File: src/rtl/fetch_pkg.sv
// Shared types for the instruction fetch unit: entry layout, FSM states and helpers.
package fetch_pkg;

    localparam int XLEN = 32;
    localparam logic [XLEN-1:0] RESET_PC_DEFAULT = 32'h0000_0000;

    typedef struct packed {
        logic [XLEN-1:0] instr;
        logic [XLEN-1:0] pc;
    } fetch_entry_t;

    typedef enum logic {
        IDLE = 1'b0,
        RUN  = 1'b1
    } fetch_state_t;

    function automatic logic [XLEN-1:0] word_align(input logic [XLEN-1:0] a);
        return {a[XLEN-1:2], 2'b00};
    endfunction

endpackage

File: src/rtl/fetch_fifo.sv
// In-order queue of fetched {instr, pc} entries; flush wins over push/pop,
// and a pop in the same cycle frees the slot for a push even when full.
module fetch_fifo
    import fetch_pkg::*;
#(
    parameter int DEPTH = 4
) (
    input  logic                   clk,
    input  logic                   reset,
    input  logic                   push,
    input  logic                   pop,
    input  logic                   flush,
    input  fetch_entry_t           wdata,
    output fetch_entry_t           rdata,
    output logic [$clog2(DEPTH):0] count
);

    localparam int AW = $clog2(DEPTH);
    localparam int CW = AW + 1;

    fetch_entry_t  mem [DEPTH];
    logic [AW-1:0] wr_ptr;
    logic [AW-1:0] rd_ptr;
    logic          do_push;
    logic          do_pop;

    assign do_pop  = pop & (count != '0);
    assign do_push = push & ((count != CW'(DEPTH)) | do_pop);

    always_ff @(posedge clk) begin
        if (reset || flush) begin
            wr_ptr <= '0;
            rd_ptr <= '0;
            count  <= '0;
        end else begin
            if (do_push) wr_ptr <= wr_ptr + AW'(1);
            if (do_pop)  rd_ptr <= rd_ptr + AW'(1);
            count <= count + CW'(do_push) - CW'(do_pop);
        end
    end

    // Storage carries no reset; an empty queue presents zeros instead.
    always_ff @(posedge clk) begin
        if (do_push && !flush) mem[wr_ptr] <= wdata;
    end

    assign rdata = (count != '0) ? mem[rd_ptr] : '0;

    a_no_overflow: assert property (@(posedge clk) disable iff (reset)
        !(push && !flush && !do_pop && count == CW'(DEPTH)));

endmodule

File: src/rtl/instr_fetch_unit.sv
// Instruction fetch: PC generation, imem req/gnt/rvalid, in-order queue to decode.
// Optional misaligned-redirect trap enabled by defining FETCH_MISALIGN_TRAP_EN.
module instr_fetch_unit
    import fetch_pkg::*;
#(
    parameter logic [31:0] RESET_PC = RESET_PC_DEFAULT,
    parameter int          DEPTH    = 4
) (
    input  logic        clk,
    input  logic        reset,
    output logic        imem_req,
    output logic [31:0] imem_addr,
    input  logic        imem_gnt,
    input  logic        imem_rvalid,
    input  logic [31:0] imem_rdata,
    input  logic        redirect,
    input  logic [31:0] redirect_pc,
    output logic        instr_valid,
    output logic [31:0] instr,
    output logic [31:0] instr_pc,
    output logic [31:0] instr_pcplus4,
    input  logic        instr_ready
`ifdef FETCH_MISALIGN_TRAP_EN
    ,
    output logic        fetch_misaligned
`endif
);

    localparam int          CW  = $clog2(DEPTH) + 1;
    localparam logic [CW:0] CAP = (CW + 1)'(DEPTH);

    fetch_state_t  state;
    fetch_state_t  state_nx;
    logic [31:0]   pc;
    logic [CW-1:0] inflight;
    logic [CW-1:0] discard;
    logic [CW-1:0] count;
    logic [CW:0]   occupancy;
    logic          issue;
    logic          push;
    logic          pop;
    logic          fault;
    fetch_entry_t  push_entry;
    fetch_entry_t  head;

`ifdef FETCH_MISALIGN_TRAP_EN
    always_ff @(posedge clk) begin
        if (reset)         fault <= 1'b0;
        else if (redirect) fault <= |redirect_pc[1:0];
    end
    assign fetch_misaligned = fault;
`else
    logic unused_redirect_lsb;
    assign unused_redirect_lsb = ^redirect_pc[1:0];
    assign fault = 1'b0;
`endif

    assign occupancy = {1'b0, inflight} + {1'b0, count};

    always_comb begin
        state_nx = state;
        imem_req = 1'b0;
        case (state)
            IDLE: state_nx = RUN;
            RUN: begin
                state_nx = RUN;
                imem_req = ~redirect & ~fault & (occupancy < CAP);
            end
        endcase
    end

    assign imem_addr = pc;
    assign issue     = imem_req & imem_gnt;

    always_ff @(posedge clk) begin
        if (reset) begin
            state    <= IDLE;
            pc       <= RESET_PC;
            inflight <= '0;
            discard  <= '0;
        end else begin
            state    <= state_nx;
            inflight <= inflight + CW'(issue) - CW'(imem_rvalid);
            if (redirect) begin
                pc      <= word_align(redirect_pc);
                discard <= inflight - CW'(imem_rvalid);
            end else begin
                if (issue) pc <= pc + 32'd4;
                if (imem_rvalid && discard != '0) discard <= discard - CW'(1);
            end
        end
    end

    // Responses return in order and every live one was issued from the current
    // PC stream, so the oldest live request sits inflight words behind pc.
    assign push_entry.instr = imem_rdata;
    assign push_entry.pc    = pc - 32'({inflight, 2'b00});
    assign push             = imem_rvalid & ~redirect & (discard == '0);

    assign instr_valid = (count != '0) & ~redirect & ~fault;
    assign pop         = instr_valid & instr_ready;

    fetch_fifo #(
        .DEPTH(DEPTH)
    ) u_fifo (
        .clk  (clk),
        .reset(reset),
        .push (push),
        .pop  (pop),
        .flush(redirect),
        .wdata(push_entry),
        .rdata(head),
        .count(count)
    );

    assign instr         = head.instr;
    assign instr_pc      = head.pc;
    assign instr_pcplus4 = head.pc + 32'd4;

endmodule

File: config.mk
export PLATFORM = sky130hd
export DESIGN_NAME = instr_fetch_unit
export DESIGN_NICKNAME = d
export VERILOG_FILES = /design/src/rtl/fetch_pkg.sv /design/src/rtl/fetch_fifo.sv /design/src/rtl/instr_fetch_unit.sv
export SDC_FILE = /design/constraint.sdc
export NUM_CORES = 1
export LEC_CHECK = 0
export BUFFER_PORTS_ARGS = -buffer_cell sky130_fd_sc_hd__buf_2
export CORE_MARGIN = 1
export CORE_UTILIZATION = 30
export CTS_CLUSTER_DIAMETER = 100
export DETAILED_ROUTE_END_ITERATION = 6
export PLACE_DENSITY = 0.47
export SLEW_MARGIN = 20
export SYNTH_ARGS = -nofsm -noshare
export SYNTH_HDL_FRONTEND = slang
export SYNTH_SLANG_ARGS = --single-unit
export TNS_END_PERCENT = 10
File: constraint.sdc
create_clock -name clk -period 9.1 [get_ports clk]
set_clock_uncertainty 0.15 [all_clocks]
set_input_delay 1.365 -clock clk [delete_from_list [all_inputs] [get_ports clk]]
set_output_delay 1.365 -clock clk [all_outputs]
set_load 0.01 [all_outputs]
==> key figures <==
Routing
  • # DRC: 0
  • WL final: between 30000 and 40000 um
  • ANT nets after route: 0
  • Drt wl/cell: 19.30 um
  • DRT iter0 DRCs: between 400 and 500
  • Via count: 8789
  • Drt pass-1 iters: 7
  • Routed vias/inst: between 4 and 5

Synthesis
  • Simple-gate share of the synthesized area: 0.1356
  • Synth top cells by count: 248 x edfxtp_1, 78 x nand2_1, 62 x mux4_2
  • Synth area leaders: edfxtp_1 54%, mux4_2 10%, dfxtp_1 6.7%
  • Post-Syn Area: 13850 um^2
  • Mux share of post-synthesis cell area: 0.1134
  • Top cell type's share of synthesized area: 0.5378
  • Sequential share of the synthesized area: 0.6043
  • Synthesized instance count: 1000
  • Main combinational cell family by area after synthesis: simple AND/OR/NAND/NOR gates
  • XOR/XNOR Fraction of Synth Area: 0.04554
  • Post-Synth Adder-Cell Area: 0.02151
  • Syn_area_per_cell: 13.85 um^2
  • Yosys reg bits: roughly 300
  • Ys flop type: edfxtp_1
  • Netlist cell types: 70
  • Biggest area consumer among synthesized cells: edfxtp_1
  • FFs w/ async S/R, synth: 0
  • Top-count cell post-synth: edfxtp_1
  • Synth Area in Compound Gates: 0.04301
  • Yosys synthesis warning count: 0
  • Post-synth EDFFs: 248

Final layout
  • Layout cells sized above 1: 0.2879
  • Final Non-Filler Cells: 1797
  • Final core occ: 0.3622
  • P&R area growth vs syn: 18.98%
  • Final #Nets: 1264
  • Post-route design area: 16470 um^2
  • # fillers: 4516

Floorplan
  • Die area: between 40000 and 50000 um^2
  • Die width: about 220 um
  • Core ar.: roughly 45000 um^2
  • Io pins: 200
  • Initial core utilization: 0.3045
  • DIE HEIGHT: 216.8 um
  • Row count: 78

Clocking
  • Clk_lat worst skew: 0.51 ns
  • TritonCTS clock tree: yes
  • Resize count post-CTS: 0
  • Clock tree buffer depth: 3
  • Cts bufs inserted: 34
  • CTS H-Tree Depth: 2
  • Worst-path clk slew: around 0.06 ns
  • Root buf cell: clkbuf_16
  • Post-CTS Setup Inserts: 0
  • CTS Hold Buffers Added: 0
  • Clock sinks: roughly 290

Critical path
  • R2R depth: 13
  • R2R Path End: inflight[2]$_SDFF_PP0_
  • Reg2reg setup slack: about 5.5 ns
  • Crit path to: instr_pcplus4[26]
  • CP bufs+invs: 2
  • RR Startpoint: u_fifo.count[2]$_SDFF_PP0_
  • CP max FO: 50
  • Crit end category: primary output
  • Crit-path max cell delay: around 0.80 ns
  • CP Launch Type: flop
  • Critical path type: flop to primary output
  • Crit path max-delay family: buffers and inverters
  • CP Depth: 7
  • Crit path cell chain: buf_4 -> mux4_2 -> a2111oi_2 -> and2_0 -> nand4_1 -> xnor2_1 -> buf_2
  • Worst Path Required: 7.59 ns
  • WP data arrival: between 4 and 5 ns
  • Slowest CP cell: buf_4

Run status
  • Run status: finished clean

Global route
  • Pin count of the biggest net entering global routing: 81
  • First-pass GRT wire length: 52550 um
  • Grt ovf: 0
  • GRT Overall Usage: 0.1460
  • Vias in the first global route: around 8800
  • Initial antenna violation count: 2

Placement
  • Detail Placement HPWL: 23140 um
  • Post-DP Area: 15280 um^2
  • Cells after DPL: roughly 1700
  • PortBufs: 191
  • Setup slack at placement: between 3 and 4 ns
  • Gpl congestion: between 0.8 and 0.9

STA
  • Final Worst Setup Slack: approximately 3.3 ns
  • Setup-failing EPs final: 0
  • Tmin final: 5.794 ns
  • Final Max Tran Viols: 0
  • RSZ-0062 raised after global routing: no
  • Highest Clock Rate: 172.6 MHz
  • Worst-margin pin slew: 1.120 ns
  • Slew headroom: 0.2505
  • Setup TNS: 0 ns
  • Tcrit/Tclk final: 0.6367
  • Hold Fails Final Rpt: 0

Power and ir drop
  • Leakage: 6.022 nW
  • PwrDens: between 200 and 250 nW/um^2
  • Peak supply drop: roughly 0.00011 V

Flow run
  • Max cap viols: 0

Hold path
  • Hold Path Class: flop to flop
worst min path at each step:
stage                                        from                            end  slack [ns]  depth (start not counted)
floorplan           u_fifo.rd_ptr[1]$_SDFFE_PP0P_                           flop        0.33                          2
global placement    u_fifo.rd_ptr[1]$_SDFFE_PP0P_                           flop        0.36                          2
detailed placement  u_fifo.rd_ptr[1]$_SDFFE_PP0P_                           flop        0.38                          2
CTS                 u_fifo.rd_ptr[1]$_SDFFE_PP0P_  u_fifo.rd_ptr[1]$_SDFFE_PP0P_        0.40                          2
global route        u_fifo.rd_ptr[0]$_SDFFE_PP0P_                           flop        0.43                          2
finish              u_fifo.rd_ptr[1]$_SDFFE_PP0P_  u_fifo.rd_ptr[1]$_SDFFE_PP0P_        0.40                          2
worst register-to-register path: stages, from the launching register on:
cell	delay (ns)
dfxtp_1	0.41
ha_1	0.27
nor4b_1	0.32
and4_1	0.65
clkinv_1	0.14
buf_4	0.27
ha_1	0.32
inv_1	0.05
ha_1	0.12
inv_1	0.05
fa_1	0.37
xnor2_1	0.18
xnor2_1	0.14
nor2_1	0.05
flip-flops by register name, summed over array words and instances, names as in the netlist, named ones only:
signal	flops
u_fifo.wr_ptr	2
state	1
u_fifo.mem	248
inflight	3
u_fifo.rd_ptr	2
discard	3
imem_addr	30
u_fifo.count	3
per-stage QoR:
stage	total power [mW]	hold WS, ns
final	3.409	0.3970
after global routing	3.546	0.4320
after CTS	3.458	0.4005
after detailed placement	1.989	0.3799
after global placement	1.984	0.3601
after floorplan	1.845	0.3347
routing by layer:
metal  GRT usage  share of wire
met2      0.2316           0.46
met4     0.04531          0.026
met5           0        0.00035
met3     0.02697          0.054
met1      0.2023           0.46
cell families (layout without fill, tap and decap cells):
family	count (synthesis)	in the layout
other	1	8
buffers and inverters	100	290
flip-flops	294	294
adder cells (fa/ha/maj)	22	22
AO/OA/AOI/OAI	95	95
multiplexers	79	79
XOR/XNOR	72	72
AND/OR/NAND/NOR	337	337
cells in the final DEF, fill, tap and decap left out, types with 30 or more instances in the layout:
cell type and n:
xnor2_1 42, xor2_1 30, clkbuf_16 35, buf_2 191
nor2_1 53, edfxtp_1 248, nand2_1 78, mux4_2 62
and2_1 57, dfxtp_1 44
power by group:
group	total (mW)	switching, mW	internal, mW
sequential	1.58	0.0413	1.54
combinational	0.371	0.227	0.144
clock	1.45	0.549	0.904
area by class of cell:
class	count	area [um^2]	share of cell area
Antenna cell	2	5.005	0.0003038
Clock buffer	38	887.1	0.05385
Clock inverter	21	296.5	0.01800
Inverter	29	108.9	0.006607
Multi-Input combinational cell	611	5012	0.3042
Sequential cell	294	8376	0.5084
Tap cell	600	750.7	0.04557
Timing Repair Buffer	202	1039	0.06304
No activity file was read; power rests on OpenSTA's default activity.
